## src/rtl/latch_mon_pkg.sv

```systemverilog
// Shared types and default constants for the latch level monitor.
// The filter state type is only referenced when LATCH_MON_GLITCH_FILTER_EN is defined.
package latch_mon_pkg;

    localparam int DEF_CNT_W       = 8;
    localparam int DEF_SYNC_STAGES = 2;
    localparam int DEF_FILTER_LEN  = 3;

    // STABLE: q_sync agrees with the synchronized input.
    // CANDIDATE: a differing level is being timed before it is accepted.
    typedef enum logic [0:0] {
        STABLE    = 1'b0,
        CANDIDATE = 1'b1
    } filt_state_e;

endpackage

```

## src/rtl/latch_sync.sv

```systemverilog
// Multi-flop synchronizer that brings an asynchronous level into the clk domain.
// STAGES must be at least 2.
module latch_sync #(
    parameter int STAGES = 2
) (
    input  logic clk,
    input  logic rst_n,
    input  logic d,
    output logic q
);

    logic [STAGES-1:0] chain;

    // Shift the asynchronous level through the flop chain; all stages clear on reset.
    always_ff @(posedge clk or negedge rst_n) begin
        // NOTE: sequential state uses non-blocking assignments so every stage samples the pre-edge value of the stage before it.
        if (!rst_n) begin
            chain <= '0;
        end else begin
            chain <= {chain[STAGES-2:0], d};
        end
    end

    assign q = chain[STAGES-1];

endmodule

```

## src/rtl/latch_q_monitor.sv

```systemverilog
// Latch level monitor: synchronizes the Q output of an upstream D latch, emits
// rise/fall pulses on accepted transitions, and counts them with a sticky wrap flag.
// Optional glitch filter: define LATCH_MON_GLITCH_FILTER_EN to require FILTER_LEN
// consecutive cycles of a new level before q_sync follows it.
module latch_q_monitor
    import latch_mon_pkg::*;
#(
    parameter int CNT_W       = DEF_CNT_W,
    parameter int SYNC_STAGES = DEF_SYNC_STAGES,
    parameter int FILTER_LEN  = DEF_FILTER_LEN
) (
    input  logic             clk,
    input  logic             rst_n,
    input  logic             Q_in,
    input  logic             clr,
    output logic             q_sync,
    output logic             rise,
    output logic             fall,
    output logic [CNT_W-1:0] edge_cnt,
    output logic             cnt_ovf
);

    // Reject illegal configurations at elaboration.
    if (SYNC_STAGES < 2) begin : g_bad_sync_stages
        $error("latch_q_monitor: SYNC_STAGES must be >= 2");
    end
    if (FILTER_LEN < 1) begin : g_bad_filter_len
        $error("latch_q_monitor: FILTER_LEN must be >= 1");
    end

    logic s_q;       // last synchronizer stage
    logic q_sync_d;  // level q_sync takes at the next edge

    latch_sync #(
        .STAGES (SYNC_STAGES)
    ) u_sync (
        .clk   (clk),
        .rst_n (rst_n),
        .d     (Q_in),
        .q     (s_q)
    );

`ifdef LATCH_MON_GLITCH_FILTER_EN
    localparam int RUN_W = $clog2(FILTER_LEN + 1);

    filt_state_e        state_q, state_d;
    logic [RUN_W-1:0]   run_q, run_d;
    logic               toggle;

    // Filter state register: reset discards any partially timed candidate.
    always_ff @(posedge clk or negedge rst_n) begin
        if (!rst_n) begin
            state_q <= STABLE;
            run_q   <= '0;
        end else begin
            state_q <= state_d;
            run_q   <= run_d;
        end
    end

    // Filter next-state: time how long s_q has disagreed with q_sync.
    always_comb begin
        // NOTE: every always_comb output gets a default first so no path leaves it unassigned (which would infer a latch).
        state_d = state_q;
        run_d   = run_q;
        toggle  = 1'b0;
        unique case (state_q)
            STABLE: begin
                if (s_q != q_sync) begin
                    if (FILTER_LEN == 1) begin
                        toggle = 1'b1;
                    end else begin
                        state_d = CANDIDATE;
                        run_d   = RUN_W'(1);
                    end
                end
            end
            CANDIDATE: begin
                if (s_q == q_sync) begin
                    state_d = STABLE;
                    run_d   = '0;
                end else if (run_q + RUN_W'(1) == RUN_W'(FILTER_LEN)) begin
                    toggle  = 1'b1;
                    state_d = STABLE;
                    run_d   = '0;
                end else begin
                    run_d = run_q + RUN_W'(1);
                end
            end
            default: begin
                state_d = STABLE;
                run_d   = '0;
            end
        endcase
    end

    // Filter output: q_sync flips only when a candidate has lasted FILTER_LEN cycles.
    always_comb begin
        q_sync_d = q_sync ^ toggle;
    end
`else
    // Unfiltered: q_sync is s_q delayed by one more flop.
    always_comb begin
        q_sync_d = s_q;
    end
`endif

    // Output register: q_sync and the edge pulses are aligned to the same cycle.
    always_ff @(posedge clk or negedge rst_n) begin
        if (!rst_n) begin
            q_sync <= 1'b0;
            rise   <= 1'b0;
            fall   <= 1'b0;
        end else begin
            q_sync <= q_sync_d;
            rise   <= q_sync_d & ~q_sync;
            fall   <= ~q_sync_d & q_sync;
        end
    end

    // Edge counter with sticky wrap flag; clr wins over a coincident pulse.
    always_ff @(posedge clk or negedge rst_n) begin
        if (!rst_n) begin
            edge_cnt <= '0;
            cnt_ovf  <= 1'b0;
        end else if (clr) begin
            edge_cnt <= '0;
            cnt_ovf  <= 1'b0;
        end else if (rise || fall) begin
            edge_cnt <= edge_cnt + CNT_W'(1);
            if (&edge_cnt) begin
                cnt_ovf <= 1'b1;
            end
        end
    end

endmodule
```

## config.mk

```make
export PLATFORM = sky130hd
export DESIGN_NAME = latch_q_monitor
export DESIGN_NICKNAME = d
export VERILOG_FILES = /design/src/rtl/latch_mon_pkg.sv /design/src/rtl/latch_sync.sv /design/src/rtl/latch_q_monitor.sv
export SDC_FILE = /design/constraint.sdc
export NUM_CORES = 1
export LEC_CHECK = 0
export ABC_AREA = 1
export ABC_CLOCK_PERIOD_IN_PS = 3000
export CORE_UTILIZATION = 40
export CTS_CLUSTER_DIAMETER = 80
export DETAILED_ROUTE_END_ITERATION = 12
export MAX_ROUTING_LAYER = met4
export PLACE_DENSITY = 0.67
export SYNTH_ARGS = -nofsm -noshare
export SYNTH_HDL_FRONTEND = slang
export SYNTH_HIERARCHICAL = 1
export SYNTH_SLANG_ARGS = --single-unit
```

## constraint.sdc

```tcl
create_clock -name clk -period 3 [get_ports clk]
set_clock_uncertainty 0.1 [all_clocks]
set_input_delay 0.3 -clock clk [delete_from_list [all_inputs] [get_ports clk]]
set_output_delay 0.3 -clock clk [all_outputs]
set_load 0.02 [all_outputs]
```

# [Word level (Yosys, flattened, before mapping)]
# Index checks and enable logic that the tools add are counted.
[classes] reduce_logical=5 addsub=1 bitwise=4 n_mux=5
[ops] op="8-bit two-way mux" count=2
[ops] op="8-bit by 1-bit adder with 8-bit output, second input constant" count=1
[ops] op="8-bit AND reduction" count=1
[ops] op="2-bit nonzero test" count=2
[ops] op="1-bit two-way mux" count=3
[ops] op="1-bit AND" count=2
[ops] op="1-bit inverter" count=2
[ops] op="2-bit AND reduction" count=1
[ops] op="1-bit logical OR" count=1
[word_totals] regBits=14 wordCells=21 inputBits=4

# [Longest topological paths before layout]
[logic_depth] ltp_word=4 mapped_depth=6 ltp_nobuf=6

# [Cells and area by module]
# Netlist, hierarchy kept.
[by_module_without_submodules] module="latch_q_monitor" cells_per_inst=67 area_per_inst_um2=581.8 instances=1 seq_area_each_um2=300.3
[by_module_without_submodules] module="latch_sync" cells_per_inst=2 area_per_inst_um2=50.0 instances=1 seq_area_each_um2=50.0

# [Least setup slack after synthesis]
# Ideal clock, no wire load.
[synth_path] path_type="reg2reg" from="register edge_cnt[1]" to="register edge_cnt[6]" stages_incl_launch_ff=6 arrival_ps=1141 setup_time_ps=72 path_slack_ps=1688 period_less_slack_ps=1312 n_path_buf=0 path_cell_list="dfrtp_1 ha_1 nand2_1 nor3_2 a21oi_1 nor2_1"
[synth_between] elab_chain_len=3
[synth_lines] element="start: declaration" line_no="latch_q_monitor.sv:19" text="output logic [CNT_W-1:0] edge_cnt,"
[synth_lines] element="start signal: assignment" line_no="latch_q_monitor.sv:130" text="edge_cnt <= edge_cnt + CNT_W'(1);"
[synth_lines] element="8-bit by 1-bit adder with 8-bit output" line_no="latch_q_monitor.sv:130"
[synth_lines] element="8-bit two-way mux" line_no="latch_q_monitor.sv:129" text="end else if (rise || fall) begin"
[synth_lines] element="8-bit two-way mux" line_no="latch_q_monitor.sv:126" text="end else if (clr) begin"
# Every way passes these cells. The select of a mux whose other input is x is not followed.
# A chain may end at the register's enable or synchronous reset.

# [Final worst setup path]
[layout_path] from="register edge_cnt[5]" to="output edge_cnt[5]"
# No word-level cell between the ends.

==> summary.md <==
| Metric | Value |
|---|---|
| Synth Register Bits | 14 |
| Die height | 41.75 um |
| RR Startpoint | edge_cnt[1]$_DFFE_PN0P_ |
| Post-Synthesis Cells | 69 |
| Setup CP Type | flop to primary output |
| Number of global-route vias before repair | 492 |
| GRT Residual Overflow | 0 |
| Outcome | finished, final reports clean |
| Max-slew headroom | 0.5998 |
| Pre-CTS setup slack | 1.491 ns |
| Max-Cap Viols | 0 |
| Critical Path RT | 2.60 ns |
| Dpl cell area | 800.8 um2 |
| Final ANT Viol Nets | 0 |
| RSZ-0062 raised after global routing | no |
| Final WL | 1074 um |
| First-pass GRT wire length | 1966 um |
| CP startpoint kind | flop |
| Final Hold Fails | 0 |
| Die area | 1743 um2 |
| DRT iter0 DRCs | 14 |
| Netlist Area Pre-Place | 631.9 um2 |
| Cell Rows | 13 |
| WL/cell | 10.43 um |
| Crit-path cells | clkdlybuf4s50_1 |
| Hold Crit Class | flop to flop |
| Final #Nets | 94 |
| P per Cell Area | 451.9 nW/um2 |
| Clock network latency to the later pin of the worst-skew pair | 0.27 ns |
| Vias per inst | 4.893 |
| CP max stage delay | 0.65 ns |
| Flop2flop setup slack | 1.72 ns |
| Post-detail-place hpwl | 821.6 um |
| Post-CTS Setup Repair Bufs | 0 |
| CTS Buf Count | 3 |
| Slowest-stage cell, CP | clkdlybuf4s50_1 |
| Placed cells | 99 |
| Max clock buf depth | 2 |
| Post-Layout Cell Count | 103 |
| Synth Flop Type | dfrtp_1 |
| Count of flip-flops with a built-in enable after synthesis | 0 |
| Tightest Pin Transition | 0.5984 ns |
| Buf+Inv Stages, Crit Path | 1 |
| Library cells used by synthesis | 16 |
| Fin crit period | 1.806 ns |
| # clock sinks | 14 |
| Largest net degree at the start of global routing | 15 |
| Async SR Flop Fraction | 1.000 |
| Max IR drop VDD | 0.0002491 V |
| Post-Synthesis Mean Instance Area | 9.157 um2 |
| Starting Density | 0.4570 |
| Peak Freq | 553.7 MHz |
| Syn_nets | 74 |
| CP max FO | 8 |
| TNS Setup | 0 ns |
| Count of pins over their slew limit | 0 |
| Port-buffer cells | 15 |
| Synth-to-Final Area Change | 32.48% |
| Share of the yosys chip area belonging to registers | 0.5545 |
| Syn. warnings | 6 |
| Initial antenna violation count | 0 |
| Die width | 41.75 um |
| Diodes inserted | 0 |
| Final GP Congestion | 0.7392 |
| Fin area | 837.1 um2 |
| Final setup margin | 1.194 ns |
| Pwr Total | 378.2 uW |
| Crit share post-route | 0.6020 |
| Min-Delay Startpoint | u_sync/chain[0]$_DFF_PN0_ |
| Htree depth | 1 |
| Hold Buf Count CTS | 0 |
| Crit path capture type | primary output |
| P_leak | 0.0003818 uW |
| DRT Pass-1 Iters | 4 |
| Setup violators final | 0 |
| Worst reg-to-reg path cell count | 5 |
| Share of layout cells above drive strength 1 | 0.1250 |
| Root buffer cell | clkbuf_4 |
| Hold endpoint | u_sync/chain[1]$_DFF_PN0_ |
| Top Ports | 16 |
| DRC | 0 |
| Critical path's top delay family | buffers and inverters |
| CTS tree | built |
| Worst path arrival time | 1.41 ns |
| R2R Path End | edge_cnt[6]$_DFFE_PN0P_ |
| Core area | 1383 um2 |
| Post-cts sizing count | 0 |
| CTS clk-pin slew, worst paths | 0.09 ns |
| All-Layer GR Usage | 0.1529 |
| Vias | 504 |
| Cell count of the worst hold path | 0 |
==> state kept, by name, summed over array words and instances (netlist names) <==
register / cells
rise: 1
cnt_ovf: 1
q_sync: 1
u_sync/chain: 2
fall: 1
edge_cnt: 8
==> placed cells by master, fill, tap and decap left out, drive strengths merged <==
cell,synthesis,final
nor3,2,2
nand4,3,3
clkdlybuf4s50,0,15
nor2,13,13
nand2,9,9
a21oi,6,6
nand3,3,3
clkbuf,0,4
o21ai,5,5
inv,13,13
ha,1,1
dfrtp,14,14
==> layer usage <==
metal  track usage  wire, um  vias up
met3       0.05217        51        2
met5             -         0        -
met2        0.2313       506       13
met1        0.1884       506      233
met4       0.05806         9        0
li1              -         -      256
==> how the worst max path moves through the flow <==
| stage | start | cells past startpoint | to | slack [ns] |
|---|---|---|---|---|
| 2_1_floorplan | edge_cnt[1]$_DFFE_PN0P_ | 5 | edge_cnt[6]$_DFFE_PN0P_ | 1.69 |
| 3_3_place_gp | edge_cnt[5]$_DFFE_PN0P_ | 1 | edge_cnt[5] | 1.52 |
| 3_5_place_dp | edge_cnt[5]$_DFFE_PN0P_ | 1 | edge_cnt[5] | 1.49 |
| 4_1_cts | edge_cnt[5]$_DFFE_PN0P_ | 1 | edge_cnt[5] | 1.18 |
| 5_1_grt | edge_cnt[5]$_DFFE_PN0P_ | 1 | edge_cnt[5] | 1.13 |
| 6_report | edge_cnt[5]$_DFFE_PN0P_ | 1 | edge_cnt[5] | 1.19 |
==> synth_stat cells (2+ instances only) <==
cell type | count | area, um2
o21ai_0 | 3 | 15.01
nand4_1 | 2 | 12.51
inv_1 | 13 | 48.80
nand3_1 | 3 | 15.01
a21oi_1 | 6 | 30.03
dfrtp_1 | 14 | 350.3
nor2_4 | 3 | 33.78
nor2_1 | 9 | 33.78
o21ai_1 | 2 | 10.01
nand2_1 | 8 | 30.03
==> cells by family after synthesis <==
family | after synthesis | synth area share
flip-flops | 14 | 0.5545
buffers and inverters | 13 | 0.07723
AO/OA/AOI/OAI | 11 | 0.08712
AND/OR/NAND/NOR | 30 | 0.2614
adder cells (fa/ha/maj) | 1 | 0.01980
==> area by class of cell <==
class | instances | area [um2]
sequential | 14 | 350.3
fill | 114 | 545.5
multi-input combinational | 42 | 232.7
inverter | 13 | 48.80
clock buffer | 4 | 36.28
tap | 15 | 18.77
timing repair buffer | 15 | 150.1
==> power by group <==
group	switching (uW)	total, uW	internal, uW
Combinational	24.0	41.5	17.5
Clock	62.3	136	73.7
Sequential	5.62	201	195
Total	91.9	378	286
==> per-stage QoR <==
stage,hold WS (ns),util
after floorplan,-0.09559,-
after global placement,0.2432,0.5792
after detailed placement,0.2483,0.5792
after CTS,0.2775,0.6054
after global routing,0.2874,0.6054
final,0.2749,0.6054
Note: power is estimated with default switching activity, not from simulation.
